==> config.mk <==
export PLATFORM = sky130hd
export DESIGN_NAME = hps_reset_sequencer
export DESIGN_NICKNAME = d
export VERILOG_FILES = /design/src/rtl/hps_reset_sequencer.sv
export SDC_FILE = /design/constraint.sdc
export NUM_CORES = 1
export LEC_CHECK = 0
export BUFFER_PORTS_ARGS = -buffer_cell sky130_fd_sc_hd__clkbuf_2
export CORE_ASPECT_RATIO = 0.6
export CORE_MARGIN = 2
export CORE_UTILIZATION = 55
export DETAILED_ROUTE_END_ITERATION = 6
export GPL_TIMING_DRIVEN = 1
export PLACE_DENSITY_LB_ADDON = 0.1
export SYNTH_ARGS = -nofsm -noshare
export SYNTH_HDL_FRONTEND = slang
export SYNTH_SLANG_ARGS = --single-unit
==> constraint.sdc <==
create_clock -name clk -period 2.6 [get_ports clk]
set_input_delay 0 -clock clk [delete_from_list [all_inputs] [get_ports clk]]
set_output_delay 0 -clock clk [all_outputs]
set_load 0.02 [all_outputs]
==> src/rtl/hps_reset_sequencer.sv <==
// ============================================================================
// Module      : hps_reset_sequencer
// Description : Multi-channel reset-request sequencer. Synchronises NUM_CH
//               asynchronous request levels, detects a per-channel edge,
//               latches requests and serves them one at a time in priority
//               order (channel 0 highest) as fixed-length active-high pulses
//               separated by a programmable holdoff.
// Revision    : 1.0 - initial release
// ============================================================================
`default_nettype none

module hps_reset_sequencer #(
    parameter int                        NUM_CH      = 3,
    parameter int                        CNT_W       = 8,
    parameter logic [NUM_CH*CNT_W-1:0]   PULSE_LEN   = {8'd32, 8'd2, 8'd6},
    parameter logic [NUM_CH-1:0]         EDGE_TYPE   = {NUM_CH{1'b1}},
    parameter int                        RETRIGGER   = 0,
    parameter int                        HOLDOFF     = 4,
    parameter int                        SYNC_STAGES = 2,
    localparam int                       CH_W        = (NUM_CH > 1) ? $clog2(NUM_CH) : 1
) (
    input  logic              clk,
    input  logic              reset,
    input  logic [NUM_CH-1:0] signal_in,
    output logic [NUM_CH-1:0] pulse_out,
    output logic              busy,
    output logic [CH_W-1:0]   active_ch,
    output logic [NUM_CH-1:0] pending
);

    // A synchroniser shallower than two flops gives no metastability margin,
    // so the depth is clamped to at least two.
    localparam int               SYNC_N   = (SYNC_STAGES < 2) ? 2 : SYNC_STAGES;
    // Edge detection stays masked until the chain and the history flop have
    // all been refilled from the live inputs after reset.
    localparam int               ARM_DONE = SYNC_N + 1;
    localparam int               ARM_W    = $clog2(ARM_DONE + 1);
    localparam logic [CNT_W-1:0] HOLD_CNT = CNT_W'(HOLDOFF);

    typedef enum logic [1:0] {
        ST_IDLE    = 2'd0,
        ST_PULSE   = 2'd1,
        ST_HOLDOFF = 2'd2
    } state_t;

    // Registered state
    state_t            state_q,     state_d;
    logic [NUM_CH-1:0] sync_q [SYNC_N];
    logic [NUM_CH-1:0] sync_d [SYNC_N];
    logic [NUM_CH-1:0] hist_q,      hist_d;
    logic [ARM_W-1:0]  arm_cnt_q,   arm_cnt_d;
    logic [CNT_W-1:0]  cnt_q,       cnt_d;
    logic [NUM_CH-1:0] pulse_out_q, pulse_out_d;
    logic              busy_q,      busy_d;
    logic [CH_W-1:0]   active_ch_q, active_ch_d;
    logic [NUM_CH-1:0] pending_q,   pending_d;

    // Combinational helpers
    logic [NUM_CH-1:0] w_sync_out;
    logic [NUM_CH-1:0] w_rise;
    logic [NUM_CH-1:0] w_fall;
    logic              w_armed;
    logic [NUM_CH-1:0] w_edge;
    logic [NUM_CH-1:0] w_grant_oh;
    logic [CH_W-1:0]   w_grant_idx;
    logic [NUM_CH-1:0] w_served_oh;
    logic [NUM_CH-1:0] w_absorb;

    // Pulse length of a channel, with a zero length promoted to one cycle.
    function automatic logic [CNT_W-1:0] len_of(input logic [CH_W-1:0] idx);
        logic [CNT_W-1:0] len;
        len = '0;
        for (int i = 0; i < NUM_CH; i++) begin
            if (idx == CH_W'(i)) begin
                len = PULSE_LEN[i*CNT_W +: CNT_W];
            end
        end
        return (len == '0) ? CNT_W'(1) : len;
    endfunction

    assign w_sync_out = sync_q[SYNC_N-1];

    // Synchroniser shift, history capture, arm mask and qualified edge detect.
    always_comb begin
        sync_d[0] = signal_in;
        for (int i = 1; i < SYNC_N; i++) begin
            sync_d[i] = sync_q[i-1];
        end
        hist_d    = w_sync_out;
        w_rise    = w_sync_out & ~hist_q;
        w_fall    = ~w_sync_out & hist_q;
        w_armed   = (arm_cnt_q == ARM_W'(ARM_DONE));
        arm_cnt_d = w_armed ? arm_cnt_q : (arm_cnt_q + ARM_W'(1));
        w_edge    = w_armed ? ((w_rise & EDGE_TYPE) | (w_fall & ~EDGE_TYPE)) : '0;
    end

    // Sequencer next-state: grant arbitration, pulse/holdoff counting and
    // request latching.
    always_comb begin
        state_d     = state_q;
        cnt_d       = cnt_q;
        pulse_out_d = pulse_out_q;
        active_ch_d = active_ch_q;
        w_absorb    = '0;

        // Lowest set pending bit wins.
        w_grant_oh  = pending_q & (~pending_q + NUM_CH'(1));
        w_grant_idx = '0;
        for (int i = NUM_CH - 1; i >= 0; i--) begin
            if (pending_q[i]) begin
                w_grant_idx = CH_W'(i);
            end
        end

        for (int i = 0; i < NUM_CH; i++) begin
            w_served_oh[i] = (active_ch_q == CH_W'(i));
        end

        case (state_q)
            ST_IDLE: begin
                if (|pending_q) begin
                    state_d     = ST_PULSE;
                    active_ch_d = w_grant_idx;
                    cnt_d       = len_of(w_grant_idx);
                    pulse_out_d = w_grant_oh;
                    // An edge on the granted channel in its grant cycle is
                    // part of the request being served.
                    w_absorb    = w_grant_oh;
                end
            end

            ST_PULSE: begin
                // Edges on the channel being pulsed never become new requests.
                w_absorb = w_served_oh;
                if ((RETRIGGER != 0) && (|(w_edge & w_served_oh))) begin
                    cnt_d = len_of(active_ch_q);
                end else if (cnt_q == CNT_W'(1)) begin
                    pulse_out_d = '0;
                    if (HOLDOFF > 0) begin
                        state_d = ST_HOLDOFF;
                        cnt_d   = HOLD_CNT;
                    end else begin
                        state_d = ST_IDLE;
                    end
                end else begin
                    cnt_d = cnt_q - CNT_W'(1);
                end
            end

            ST_HOLDOFF: begin
                if (cnt_q == CNT_W'(1)) begin
                    state_d = ST_IDLE;
                end else begin
                    cnt_d = cnt_q - CNT_W'(1);
                end
            end

            default: begin
                state_d     = ST_IDLE;
                pulse_out_d = '0;
            end
        endcase

        pending_d = (pending_q & ~w_grant_oh_masked(state_q, w_grant_oh)) |
                    (w_edge & ~w_absorb);
        busy_d    = (state_d != ST_IDLE);
    end

    // Grant clears its pending bit only when a grant actually happens.
    function automatic logic [NUM_CH-1:0] w_grant_oh_masked(input state_t st,
                                                            input logic [NUM_CH-1:0] oh);
        return (st == ST_IDLE) ? oh : '0;
    endfunction

    // All state registers, cleared synchronously by reset.
    always_ff @(posedge clk) begin
        if (reset) begin
            state_q     <= ST_IDLE;
            for (int i = 0; i < SYNC_N; i++) begin
                sync_q[i] <= '0;
            end
            hist_q      <= '0;
            arm_cnt_q   <= '0;
            cnt_q       <= '0;
            pulse_out_q <= '0;
            busy_q      <= 1'b0;
            active_ch_q <= '0;
            pending_q   <= '0;
        end else begin
            state_q     <= state_d;
            for (int i = 0; i < SYNC_N; i++) begin
                sync_q[i] <= sync_d[i];
            end
            hist_q      <= hist_d;
            arm_cnt_q   <= arm_cnt_d;
            cnt_q       <= cnt_d;
            pulse_out_q <= pulse_out_d;
            busy_q      <= busy_d;
            active_ch_q <= active_ch_d;
            pending_q   <= pending_d;
        end
    end

    assign pulse_out = pulse_out_q;
    assign busy      = busy_q;
    assign active_ch = active_ch_q;
    assign pending   = pending_q;

endmodule

`default_nettype wire

; Yosys cells after proc, flatten, opt, wreduce, memory -nomap -nowiden
; Memory sizes are Yosys's and may differ from the RTL's.
; Cells that the tools add are included.
[classes]
n_addsub = 3
n_eq_ne = 11
n_mux = 29
bitwise = 12
reduce_logical = 10
[op_table]
columns = op, n
row1 = $mux 8, 8
row2 = $mux 3, 8
row3 = $pmux 8 s3, 1
row4 = $and 3x3->3, 4
row5 = $mux 2, 6
row6 = $not 3->3, 4
row7 = $pmux 3 s3, 1
row8 = $eq 2x2->1 const B, 4
row9 = $eq 8x1->1 const B, 1
row10 = $logic_not 8->1, 1
row11 = $sub 8x1->8 const B, 1
row12 = $eq 2x1->1 const B, 3
row13 = $logic_not 2->1, 3
row14 = $ne 2x2->1 const B, 3
row15 = $pmux 2 s3, 1
row16 = $pmux 3 s2, 1
row17 = $reduce_and 3->1, 2
row18 = $add 3x1->3 const B, 1
row19 = $mux 1, 3
row20 = $or 3x3->3, 1
row21 = $reduce_bool 3->1, 1
row22 = $reduce_or 3->1, 1
row23 = $add 2x1->2 const B, 1
row24 = $or 1x1->1, 2
row25 = 3 further kinds, 3
[totals]
reg_bits = 24
ram_bits = 6
in_bits = 5
elab_cells = 74
n_memories = 1
[mem_list]
columns = memory, words, word_bits, rd, rd_ports_with_merged_regs, wr, line
row1 = sync_q, 2, 3, 2, 0, 2, 48  ; logic [NUM_CH-1:0] sync_q [SYNC_N];

; Logic depth before layout (Yosys ltp)
; Gate-level depths: netlist of the first run.
[depth]
ltp_word = 13
ltp_mapped = 7
mapped_depth_nobuf = 6

; Worst setup path before layout of the first run
; OpenSTA, ideal clock, no wires.
[synth_path]
path_type = reg-to-reg
startpoint = register state_q[0]
endpoint = register cnt_q[7]
setup_ns = 0.080
arrival_ns = 1.879
required_time_ns = 2.520
path_slack_ns = 0.641
path_stages_with_launch = 7
period_less_slack_ns = 1.959
path_cell_list = dfxtp_1 -> inv_1 -> ha_1 -> nor4b_2 -> or4b_1 -> or3_1 -> a211oi_2
[synth_via]
elab_chain_len = 3
word_cells_on_any_way = 8
[synth_rtl]
columns = element, line
row1 = start: declaration, 47  ; state_t state_q, state_d;
row2 = start signal: assignment, 190  ; state_q <= state_d;
row3 = $eq 2x2->1 (tied with other cells), 119  ; case (state_q)
row4 = $ne 2x2->1 (no source line) or $reduce_bool 3->1 (tied branches), --
row5 = $reduce_and 3->1 (no source line), --
row6 = end signal: assignment, 196  ; cnt_q <= cnt_d;
row7 = end: declaration, 52  ; logic [CNT_W-1:0] cnt_q, cnt_d;
; Several ways; a longest one is shown, not always the timed one.
; A chain may end at the register's enable or synchronous reset.

; Worst setup path in the final report of the first run
; Same ends and word-level chain as after synthesis.

==> impl_metrics.py, run 1 <==
metrics = {
    "yosys": {
        "yosysWarnings": 0,
        "synth-compound-area-share_pct": 19.1,
        "ys_ff_latch": 30,
        "synth_seq_area_share_pct": 42.4,
        "avgSynthCellArea_sq_um": 9.19,
        "syn-num-nets": 167,
        "synth_cells": 154,
        "synth_top_family_by_area": "simple AND/OR/NAND/NOR gates",
        "synth_xor_area_share_pct": 1.86,
        "synth_area_sq_mm": 0.00142,
        "yosys.area_share.simple_pct": 24.8,
        "synth_fa_ha_area_share_pct": 7.07,
        "synth.distinct_cells": 46,
        "muxShareOfSynthArea_pct": 0.707,
    },
    "cells_and_area": {
        "insertedDiodeCount": 0,
        "finish.utilization_pct": 66.4,
        "area_growth_pct": 15.8,
        "finalNetCount": 184,
        "drive_gt1_share_pct": 18.6,
    },
    "timing": {
        "worst_slack_ns": 0.461,
        "finalClockSkew_ns": 0.00611,
        "setup_violations": 0,
        "rsz0062_at_grt": "no",
        "clock.fmax_ghz": 0.467,
        "slew_violations": 0,
        "relSlewSlack_pct": 60.3,
        "fin_hold_ws_ns": 0.304,
        "fin_crit_ns": 2.14,
        "worst_pin_slew_ns": 0.596,
        "setup_tns_ns": 0,
        "hold_violations": 0,
        "period_share_pct": 82.3,
    },
    "die": {
        "start_util_pct": 57.3,
        "die_h_um": 43.3,
        "core_sq_mm": 0.00247,
        "pin_count": 14,
        "die-area_sq_mm": 0.00301,
        "row_count": 14,
        "dieWidth_um": 69.5,
    },
    "grt": {
        "antenna_found_initial": 0,
        "grt_max_degree": 30,
        "met1_usage_pct": 30.2,
        "busiest_layer": "met1",
        "grt_pass1_vias": 985,
        "met3_usage_pct": 6.65,
        "grt_pass1_wl_um": 4620,
        "use_met2_pct": 26.9,
        "grt_remaining_overflow": 0,
        "track_usage_pct": 20.1,
    },
    "routing": {
        "drcViolationCount": 0,
        "drtIter0Drc": 68,
        "vias": 1161,
        "wl_per_cell_um": 13.5,
        "wl_um": 2760,
        "final_antenna_net_count": 0,
        "firstDrtPassIters": 4,
        "viasPerCell": 5.69,
    },
    "pwr": {
        "power_density_mw_per_mm2": 653,
        "p_leak_uw": 0.000676,
        "peakVddDrop_mv": 0.434,
        "totalPowerFinal_uw": 1070,
    },
    "critical_path": {
        "ff2ff_path_depth": 6,
        "arrival_ns": 2.34,
        "reg2reg_from": "state_q[0]",
        "cp-start-kind": "flop",
        "crit_required_ns": 2.80,
        "critPathKind": "flop to flop",
        "regToRegEndpoint": "cnt_q[7]",
        "critPathLaunch": "state_q[0]",
        "cp_max_fo": 7,
        "r2r_slack_ns": 0.46,
        "worstSetupEndpoint": "cnt_q[7]",
        "cp-end-kind": "flop",
    },
    "clocking": {
        "clkTransAtPathRegs_ns": 0.07,
        "root_buffer": "clkbuf_8",
        "clock_path_buffers": 2,
        "postCtsSetupBuffers": 0,
        "cts_max_level": 2,
        "cts_resized": 0,
        "cts_sinks": 30,
        "clk-insertion-delay-late_ns": 0.28,
        "cts_tree": "done",
        "numCtsBuffers": 5,
    },
    "place": {
        "routabilityCongestion": 0.854,
        "dp_hpwl_um": 1900,
        "pre_cts_slack_ns": 0.485,
        "io_buffers": 13,
    },
    "hold_path": {
        "hold_path_depth": 2,
        "holdCritPathClass": "input pin to flop",
    },
    "run": {
        "cap_violations": 0,
    },
    "run_status": {
        "status": "finished, final reports clean",
    },
}
[stage by stage]
| stage | cell area [sq um] | instances |
|---|---|---|
| 2_1_floorplan | 1420 | 154 |
| 3_3_place_gp | 1500 | 193 |
| 3_5_place_dp | 1500 | 193 |
| 4_1_cts | 1640 | 204 |
| 5_1_grt | 1640 | 204 |
| 6_report | 1640 | 204 |
[kinds of logic (layout without fill, tap and decap cells)]
logic type | after synthesis | in the layout
mux | 1 | 1
xor+xnor | 3 | 3
fa+ha+maj | 8 | 8
simple gates | 58 | 58
flops | 30 | 30
compound gates | 39 | 39
buf+inv | 15 | 33
[placed cells by master, fill, tap and decap left out, types with 2 or more instances in the layout]
cell type and instances:
nand3_1 2, clkbuf_8 5, dlygate4sd3_1 3, nor2b_1 10
dfxtp_1 30, a21o_2 2, clkinv_2 2, a21oi_1 10
or3_1 6, o21ai_0 10, nor3_1 6, clkbuf_2 13
inv_1 8, nand2_1 6, a211oi_1 5, xor2_1 2
ha_1 8, nor3b_1 2, nor2_1 12
[what timing repair did]
item	4_1_cts	5_1_grt
hold endpoints to repair	3	0
hold buffers	3	0
setup endpoints to repair	0	0
[cell usage after synthesis, drive strengths merged]
library cell / instances / area, sq um
o311a: 1 / 10.0
nor4b: 2 / 23.8
or4: 1 / 7.51
or2: 1 / 6.26
a2111o: 1 / 11.3
nor4bb: 1 / 10.0
clkbuf: 5 / 18.8
a211o: 2 / 18.8
buf: 2 / 8.75
a21boi: 1 / 7.51
ha: 8 / 100
a22oi: 1 / 7.51
a32o: 1 / 10.0
xor2: 2 / 17.5
or3b: 1 / 8.76
o221a: 1 / 11.3
a21oi: 10 / 50.1
nand4: 1 / 6.26
nor3b: 2 / 15.0
nand2b: 1 / 6.26
nand3b: 1 / 7.51
nand3: 2 / 10.0
nor2b: 10 / 62.6
a21o: 2 / 17.5
and3: 1 / 6.26
xnor2: 1 / 8.76
a31o: 1 / 8.76
o21ai: 10 / 50.1
or4b: 1 / 10.0
a311oi: 1 / 8.76
inv: 8 / 30.0
nor4: 2 / 27.5
a221oi: 1 / 8.76
dfxtp: 30 / 601
a211oi: 6 / 50.1
mux2i: 1 / 10.0
nor2: 12 / 45.0
nand2: 6 / 22.5
or3: 7 / 45.1
nor3: 6 / 30.0
[per-layer routing]
layer / part of all wire [%] / wire, um / vias up
met4: 0 / 0 / 0
met2: 40 / 1100 / 29
met5: 0 / 0 / -
li1: - / - / 589
met3: 5.0 / 138 / 0
met1: 55 / 1510 / 543
[power breakdown]
group / internal (uW) / switching [uW] / leakage [uW]
clock: 282 / 173 / 0.0000579
combinational: 54.3 / 62.7 / 0.000374
sequential: 481 / 18.3 / 0.000244
total: 817 / 254 / 0.000676
[sequential cells by signal, summed over array words and instances, names as in the netlist]
register   cells
pulse_out      3
sync_q         6
state_q        2
active_ch      2
hist_q         3
arm_cnt_q      2
busy           1
cnt_q          8
pending        3
[final cells by class]
cell class | count | area (sq um)
flip-flops and latches | 30 | 601
well taps | 32 | 40.0
multi-input cells | 109 | 757
repair buffers | 17 | 103
fillers | 202 | 831
clock inverters | 3 | 40.0
inverters | 8 | 30.0
clock buffers | 5 | 68.8
[worst min path at each step]
stage | start | end
6_report | reset | arm_cnt_q[1]
2_1_floorplan | signal_in[0] | sync_q[0][0]
3_5_place_dp | signal_in[1] | sync_q[0][1]
4_1_cts | reset | arm_cnt_q[1]
5_1_grt | reset | active_ch[0]
3_3_place_gp | signal_in[1] | sync_q[0][1]
[critical path, cell delays in order (launching register included)]
cell,delay [ns]
dfxtp_1,0.42
inv_1,0.09
ha_1,0.28
nor4b_2,0.22
or4b_1,0.50
or3_1,0.34
a211oi_2,0.21
Note: power is estimated with default switching activity, not from simulation.
==> run 2: changes to the inputs <==
==> constraint.sdc (replaced) <==
create_clock -name clk -period 2.17 [get_ports clk]
set_input_delay 0 -clock clk [delete_from_list [all_inputs] [get_ports clk]]
set_output_delay 0 -clock clk [all_outputs]
set_load 0.02 [all_outputs]
==> impl_metrics.py, run 2 (synthesized netlist as in run 1, its figures left out) <==
metrics = {
    "critical_path": {
        "ff2ff_path_depth": 6,
        "regToRegEndpoint": "cnt_q[7]",
        "critPathKind": "flop to flop",
        "cp_max_fo": 6,
        "cp-start-kind": "flop",
        "r2r_slack_ns": 0.12,
        "reg2reg_from": "state_q[0]",
        "critPathLaunch": "state_q[0]",
        "cp-end-kind": "flop",
        "arrival_ns": 2.25,
        "crit_required_ns": 2.38,
    },
    "cells_and_area": {
        "insertedDiodeCount": 0,
        "largest_register_ffs": 8,
        "area_growth_pct": 17.8,
        "drive_gt1_share_pct": 20.8,
        "finalNetCount": 190,
        "layout_commonest_cell": "dfxtp_1",
        "largest-register": "cnt_q",
        "final_cell_mix": "dfxtp_1, clkbuf_2, nor2_1",
        "reg_top3": "cnt_q (8), sync_q (6)",
    },
    "timing": {
        "slew_violations": 0,
        "setup_tns_ns": 0,
        "period_share_pct": 94.3,
        "rsz0062_at_grt": "no",
        "hold_violations": 0,
        "clock.fmax_ghz": 0.489,
        "finalClockSkew_ns": 0.00272,
        "fin_hold_ws_ns": 0.0126,
        "relSlewSlack_pct": 61.1,
        "fin_crit_ns": 2.05,
        "setup_violations": 0,
        "worst_pin_slew_ns": 0.582,
    },
    "pwr": {
        "power_density_mw_per_mm2": 725,
        "p_int_uw": 904,
        "switching_share_pct": 25.2,
        "peakVddDrop_mv": 0.468,
        "combPwrFrac_pct": 12.3,
        "pwr-share-seq_pct": 49.4,
        "switchingPower_uw": 304,
        "clkPwrFrac_pct": 38.2,
        "p_leak_uw": 0.000696,
    },
    "clocking": {
        "cts_tree": "done",
        "numCtsBuffers": 5,
        "clock_path_buffers": 2,
        "cts_resized": 0,
        "clk-insertion-delay-late_ns": 0.28,
        "cts_max_level": 2,
        "clkTransAtPathRegs_ns": 0.06,
        "cts_sinks": 30,
        "root_buffer": "clkbuf_8",
        "postCtsSetupBuffers": 0,
    },
    "hold_path": {
        "holdPathEnd": "state_q[1]",
        "hold_path_depth": 3,
        "hp-start": "reset",
        "holdCritPathClass": "input pin to flop",
    },
    "die": {
        "die_h_um": 43.3,
        "core_sq_mm": 0.00247,
        "die-area_sq_mm": 0.00301,
        "dieWidth_um": 69.5,
        "start_util_pct": 57.3,
        "row_count": 14,
        "pin_count": 14,
    },
    "routing": {
        "final_antenna_net_count": 0,
        "drtIter0Drc": 109,
        "vias": 1205,
        "drcViolationCount": 0,
        "viasPerCell": 5.74,
        "wl_per_cell_um": 14.5,
        "wl_um": 3050,
        "firstDrtPassIters": 4,
    },
    "grt": {
        "grt_remaining_overflow": 0,
        "antenna_found_initial": 0,
        "grt_pass1_vias": 1105,
        "track_usage_pct": 23.2,
        "grt_max_degree": 29,
        "grt_pass1_wl_um": 5190,
    },
    "run_status": {
        "status": "finished, final reports clean",
    },
    "run": {
        "cap_violations": 0,
    },
    "place": {
        "io_buffers": 13,
        "dp_hpwl_um": 2120,
        "routabilityCongestion": 0.811,
    },
}
[run 2: cell count changes in the layout (fill, tap and decap cells not counted), sizes merged]
| cell | before | now |
|---|---|---|
| clkbuf | 18 | 20 |
| bufinv | 1 | 0 |
| buf | 1 | 7 |
| clkinv | 2 | 1 |
[run 2: power groups by stage]
| stage | clock [uW] | sequential, uW | combinational, uW |
|---|---|---|---|
| after global routing | 500 | 601 | 165 |
| after floorplan | 0 | 606 | 104 |
| after global placement | 0 | 607 | 137 |
| after CTS | 472 | 597 | 148 |
| after detailed placement | 0 | 609 | 143 |
| final | 462 | 597 | 149 |
[run 2: per-stage QoR]
stage / setup slack [ns] / utilization [%] / total power (uW) / instances / cell area, sq um
after floorplan: 0.211 / - / 710 / 154 / 1420
after global placement: 0.196 / 62.6 / 744 / 199 / 1550
after detailed placement: 0.130 / 62.6 / 752 / 199 / 1550
after CTS: 0.124 / 67.5 / 1220 / 210 / 1670
after global routing: 0.0202 / 67.5 / 1270 / 210 / 1670
final: 0.125 / 67.5 / 1210 / 210 / 1670
[run 2: final cells by class]
class | count | area (sq um)
fillers | 220 | 803
clock inverters | 1 | 5.00
clock buffers | 7 | 86.3
well taps | 32 | 40.0
inverters | 8 | 30.0
flip-flops and latches | 30 | 601
multi-input cells | 109 | 757
repair buffers | 23 | 148
[run 2: worst max-delay path by stage]
stage | endpoint | slack [ns] | cells past startpoint
after floorplan | cnt_q[7] | 0.21 | 6
after global placement | cnt_q[6] | 0.20 | 6
after detailed placement | cnt_q[7] | 0.13 | 6
after CTS | cnt_q[7] | 0.12 | 6
after global routing | cnt_q[7] | 0.02 | 6
final | cnt_q[7] | 0.12 | 6
[run 2: worst max-delay path, stage by stage (launching register included)]
cell and delay (ns):
dfxtp_1 0.40, inv_1 0.09, ha_1 0.21, nor4b_2 0.20, or4b_1 0.51, or3_1 0.34
a211oi_2 0.21
[run 2: repair_timing]
| item | CTS | global route |
|---|---|---|
| endpoints found under the hold margin | 3 | 0 |
| hold buffers | 3 | 0 |
| setup endpoints to repair | 0 | 2 |
[run 2: layer usage]
| metal | up-vias | global-route usage, % | share of wire (%) |
|---|---|---|---|
| met1 | 561 | 30.5 | 49 |
| met4 | 0 | 7.84 | 1.1 |
| met5 | - | 0 | 0 |
| met2 | 37 | 34.4 | 44 |
| li1 | 601 | - | - |
| met3 | 6 | 9.74 | 5.9 |
